File: src/rtl/paddle_input_ctrl_pkg.sv
// Paddle input controller: shared bit positions and command decode.
// Button and pad_info vectors are 4 bits, MSB = left side.
package paddle_pkg;

  localparam int PI_LMOVE = 3;
  localparam int PI_RMOVE = 2;
  localparam int PI_LUP   = 1;
  localparam int PI_RUP   = 0;

  localparam int BTN_LUP = 3;
  localparam int BTN_LDN = 2;
  localparam int BTN_RUP = 1;
  localparam int BTN_RDN = 0;

  typedef logic [3:0] pad_t;
  typedef logic [3:0] btn_t;

  // Up and down together cancel, so move = up ^ dn.
  function automatic pad_t pad_decode(input btn_t eff);
    pad_t p;
    p           = '0;
    p[PI_LMOVE] = eff[BTN_LUP] ^ eff[BTN_LDN];
    p[PI_LUP]   = eff[BTN_LUP] & ~eff[BTN_LDN];
    p[PI_RMOVE] = eff[BTN_RUP] ^ eff[BTN_RDN];
    p[PI_RUP]   = eff[BTN_RUP] & ~eff[BTN_RDN];
    return p;
  endfunction

endpackage

File: src/rtl/paddle_input_ctrl_if.sv
// Paddle input bundle: raw buttons and frame strobe in,
// per-frame paddle command and debounced levels out.
interface paddle_input_ctrl_if;
  import paddle_pkg::*;

  btn_t btn_raw;
  logic frame_tick;
  pad_t pad_info;
  btn_t btn_level;
  logic any_press;

  modport master (
    input  btn_raw, frame_tick,
    output pad_info, btn_level, any_press
  );

  modport slave (
    output btn_raw, frame_tick,
    input  pad_info, btn_level, any_press
  );
endinterface

File: src/rtl/paddle_input_ctrl_btn_debounce.sv
// One-bit 2-flop synchroniser plus hold-time debounce counter.
// rise is combinational: high on the clock the level flips 0->1.
module btn_debounce #(
  parameter int DEB_CYCLES = 400_000
) (
  input  logic clock,
  input  logic reset,
  input  logic raw,
  output logic level,
  output logic rise
);

  localparam int CW = (DEB_CYCLES > 1) ? $clog2(DEB_CYCLES) : 1;
  localparam logic [CW-1:0] LAST = CW'(DEB_CYCLES - 1);

  logic          s1;
  logic          s2;
  logic [CW-1:0] cnt;
  logic          done;

  assign done = (s2 != level) && (cnt == LAST);
  assign rise = done & s2;

  always_ff @(posedge clock) begin
    if (!reset) begin
      s1    <= 1'b0;
      s2    <= 1'b0;
      level <= 1'b0;
      cnt   <= '0;
    end else begin
      s1 <= raw;
      s2 <= s1;
      if (s2 == level) begin
        cnt <= '0;
      end else if (done) begin
        level <= s2;
        cnt   <= '0;
      end else begin
        cnt <= cnt + CW'(1);
      end
    end
  end

endmodule

File: src/rtl/paddle_input_ctrl.sv
// Debounces four paddle buttons, accumulates presses over a frame
// and publishes one decoded pad_info snapshot per frame_tick.
module paddle_input_ctrl
  import paddle_pkg::*;
#(
  parameter int DEB_CYCLES = 400_000
) (
  input  logic clock,
  input  logic reset,
  paddle_input_ctrl_if.master pad
);

  btn_t level;
  btn_t rise;
  btn_t sticky;
  btn_t eff;
  pad_t pad_q;
  logic any_q;

  for (genvar i = 0; i < 4; i++) begin : g_deb
    btn_debounce #(
      .DEB_CYCLES(DEB_CYCLES)
    ) u_deb (
      .clock(clock),
      .reset(reset),
      .raw  (pad.btn_raw[i]),
      .level(level[i]),
      .rise (rise[i])
    );
  end

  // Taps shorter than a frame survive via sticky until the next snapshot.
  assign eff = sticky | level;

  always_ff @(posedge clock) begin
    if (!reset) begin
      sticky <= '0;
      pad_q  <= '0;
      any_q  <= 1'b0;
    end else begin
      any_q <= |rise;
      if (pad.frame_tick) begin
        pad_q  <= pad_decode(eff);
        sticky <= level;
      end else begin
        sticky <= eff;
      end
    end
  end

  assign pad.pad_info  = pad_q;
  assign pad.btn_level = level;
  assign pad.any_press = any_q;

endmodule

File: src/flat_wrapper.sv
// flat-port wrapper written by rule: the top's interface ports become plain ports
module paddle_input_ctrl_flat import paddle_pkg::*;
#(
  parameter int DEB_CYCLES = 400_000
)
  (clock, reset, pad_btn_raw, pad_frame_tick, pad_pad_info, pad_btn_level, pad_any_press);
  paddle_input_ctrl_if pad_i ();
  input  logic clock;
  input  logic reset;
  input wire logic [$bits(pad_i.btn_raw)-1:0] pad_btn_raw;
  input wire logic [$bits(pad_i.frame_tick)-1:0] pad_frame_tick;
  output wire logic [$bits(pad_i.pad_info)-1:0] pad_pad_info;
  output wire logic [$bits(pad_i.btn_level)-1:0] pad_btn_level;
  output wire logic [$bits(pad_i.any_press)-1:0] pad_any_press;
  assign pad_i.btn_raw = pad_btn_raw;
  assign pad_i.frame_tick = pad_frame_tick;
  assign pad_pad_info = pad_i.pad_info;
  assign pad_btn_level = pad_i.btn_level;
  assign pad_any_press = pad_i.any_press;
  paddle_input_ctrl #(.DEB_CYCLES(DEB_CYCLES)) u_core (.clock(clock), .reset(reset), .pad(pad_i));
endmodule
File: config.mk
export PLATFORM = sky130hd
export DESIGN_NAME = paddle_input_ctrl_flat
export DESIGN_NICKNAME = d
export VERILOG_FILES = /design/src/rtl/paddle_input_ctrl_pkg.sv /design/src/rtl/paddle_input_ctrl_if.sv /design/src/rtl/paddle_input_ctrl_btn_debounce.sv /design/src/rtl/paddle_input_ctrl.sv /design/src/flat_wrapper.sv
export SDC_FILE = /design/constraint.sdc
export NUM_CORES = 1
export LEC_CHECK = 0
export BUFFER_PORTS_ARGS = -buffer_cell sky130_fd_sc_hd__buf_4
export CORE_MARGIN = 2
export CORE_UTILIZATION = 30
export DETAILED_ROUTE_END_ITERATION = 10
export PLACE_DENSITY_LB_ADDON = 0.08
export SLEW_MARGIN = 30
export SYNTH_ARGS = -nofsm -noshare
export SYNTH_HDL_FRONTEND = slang
export SYNTH_HIERARCHICAL = 1
export SYNTH_SLANG_ARGS = --single-unit
File: constraint.sdc
create_clock -name clock -period 2.8 [get_ports clock]
set_clock_uncertainty 0.1 [all_clocks]
set_input_delay 0.14 -clock clock [delete_from_list [all_inputs] [get_ports clock]]
set_output_delay 0.14 -clock clock [all_outputs]
set_load 0.005 [all_outputs]
==> reports/metrics.cfg <==
[global_routing]
grt.overflow.total=0
antenna_found_initial=0
grt_pass1_vias=2996
grt_pass1_wl_mm=14.2
grtUsageTotal_pct=12.0
grt_max_degree=30

[cts]
h-tree-depth=3
clkSlewWorstSetupHoldPaths_ns=0.07
numCtsBuffers=9
cts_tree=built
postCtsHoldBufs=4
cts_setup_buffers=0
cts_sinks=97
clock_latency_ns=0.35
cts-root-buf=clkbuf_16
cts.path.max_buffers=2
cts_resized=0

[synth]
postSynthAreaPerCell_um2=9.20
ys_types=32
ys_seq_area_share_pct=45.7
synth-edff-count=0
synth_ff_type=dfxtp_1
synthesis.area_um2=4250
async_flop_share_pct=0
synth_cells=462
synth_warnings=6
synth_fp_nets=475
ys_ff_latch=97

[route]
firstDrtPassIters=5
drtAntennaViolNets=0
vias_per_cell=4.71
wl_mm=8.14
via_count=3178
drcViolationCount=0
wl_per_cell_um=12.1
first_iter_violations=164

[timing]
hold_violations=0
period_minus_slack_ns=2.24
fin_setup_tns_ns=0
relSlewSlack_pct=65.7
setup_violations=0
tightest_slew_ns=0.512
post-route-period-util_pct=80.2
grt_setup_unrepaired=false
drv_slew=0
fmax_ghz=0.445

[worst_setup_path]
critical_path.endpoint_type=register
crit_slowest_cell=or4_1
cp_max_fo=18
startpoint_type=register
worstSetupPathType=reg -> reg
max_stage_delay_ns=0.56
cp.arrival_ns=2.37
crit_chain=or4_1, or4_4, o21ai_4, nor2_1
worstPathRequired_ns=2.92
r2r_cells=4

[cells_and_area]
fin_util_pct=35.1
drive_gt1_share_pct=9.09
n_antenna_cell=0
multi_input_comb_area_um2=2220
nets=503
layout-area-overhead-vs-synth_pct=14.7
mostFrequentLayoutCells=dfxtp_1 (97), nor2_1 (78), xnor2_1 (44)
mostFrequentLayoutCell=dfxtp_1
fillers=1415
stdcell_count=675
register_area_um2=1940

[placed_design]
gp_routability_congestion=0.741
hpwlAfterDp_mm=5.50
dp_cells=655
portBuffers=15

[floorplan]
die_y_um=123
initial_utilization_pct=30.6
core_area_um2=13900
die_x_um=123
num_rows=43
dieArea_um2=15100
num_io_pins=16

[power]
power_switching_share_pct=22.2
power_frac_clock_pct=45.1
p_per_area_nw_per_um2=537
ir_drop_mv=0.352
p_seq_share_pct=53.1
static-leakage-power_uw=0.00148
combinationalPowerShare_pct=1.7
intPower_uw=2040
p_sw_uw=581

[hold_path]
hold_class=in -> reg
holdPathStages=2

[run_status]
status=complete, no violations

[run]
max_cap_viol_count=0

-- per-stage QoR --
stage          total power (uW)  hold slack, ns  setup slack (ns)  cell area, um2
5_1_grt                    2750         0.00619             0.449            4880
2_1_floorplan              1450           0.162             0.795            4250
6_report                   2620          0.0142             0.555            4880
3_3_place_gp               1470           0.257             0.564            4560
3_5_place_dp               1470           0.255             0.543            4560
4_1_cts                    2680         0.00525             0.526            4880
-- critical path, delay by kind of cell, from the launching register on --
family	cells	cell delay [ns]
compound gates	1	0.46
flops	1	0.37
simple gates	3	1.18
-- layer usage --
metal	GRT usage, %	up-vias	part of all wire [%]
met3	4.34	10	3.6
li1	-	1677	-
met4	4.26	0	1.4
met1	15.8	1462	51
met5	0	-	0
met2	18.3	29	44
-- kinds of logic after synthesis --
kind of cell	Yosys count	share of synthesized area [%]
buffers and inverters	14	2.15
adders and majority gates	6	1.77
xor gates and xnor gates	60	12.4
muxes	10	2.35
AOI/OAI and AO/OA	31	5.44
and+or+nand+nor	244	30.3
DFF	97	45.7
-- worst paths after layout --
path | startpoint | endpoint | slack [ns]
setup / recovery | u_core/g_deb[0].u_deb/cnt[14]$_SDFF_PP0_ | u_core/g_deb[0].u_deb/cnt[5]$_SDFF_PP0_ | 0.56
hold / removal | pad_frame_tick | u_core/pad.pad_info[3]$_SDFFE_PN0P_ | 0.01
setup reg to reg | u_core/g_deb[0].u_deb/cnt[14]$_SDFF_PP0_ | u_core/g_deb[0].u_deb/cnt[5]$_SDFF_PP0_ | 0.56
hold reg to reg | u_core/g_deb[1].u_deb/s1$_SDFF_PN0_ | u_core/g_deb[1].u_deb/s2$_SDFF_PN0_ | 0.33
-- Yosys cell counts (5+ instances only) --
| master | instances | area [um2] |
|---|---|---|
| nand3_1 | 24 | 120 |
| xnor2_1 | 44 | 385 |
| mux2i_1 | 10 | 100 |
| or4_1 | 8 | 60.1 |
| nor4_1 | 16 | 100 |
| xor2_1 | 16 | 140 |
| dfxtp_1 | 97 | 1940 |
| o21ai_0 | 8 | 40.0 |
| nand4_1 | 16 | 100 |
| nor2b_1 | 10 | 62.6 |
| or3_1 | 8 | 50.1 |
| buf_6 | 5 | 56.3 |
| nand2_1 | 30 | 113 |
| nor3_1 | 12 | 60.1 |
| and2_1 | 16 | 100 |
| nor2_1 | 78 | 293 |
| a21oi_1 | 8 | 40.0 |
| ha_1 | 6 | 75.1 |
| inv_1 | 8 | 30.0 |
-- state kept, by name, indices dropped and copies added, names as in the netlist --
| name | count |
|---|---|
| u_core/g_deb.u_deb/cnt | 76 |
| u_core/g_deb.u_deb/level | 4 |
| u_core/g_deb.u_deb/s1 | 4 |
| u_core/g_deb.u_deb/s2 | 4 |
| u_core/pad.pad_info | 4 |
| u_core/sticky | 4 |
| u_core/pad.any_press | 1 |
-- final cells by class --
class | instances | area share, %
inverters | 8 | 0.616
flip-flops and latches | 97 | 39.8
clock buffers | 10 | 4.90
repair buffers | 23 | 3.74
well taps | 180 | 4.62
clock inverters | 6 | 0.846
multi-input cells | 351 | 45.5
-- power groups by stage --
stage	registers [uW]	logic, uW	clock network (uW)
floorplan	1420	28.1	0
global placement	1420	42.2	0
detailed placement	1420	42.6	0
CTS	1390	47.0	1240
global route	1390	51.5	1310
finish	1390	45.4	1180
Note: power is estimated with default switching activity, not from simulation.
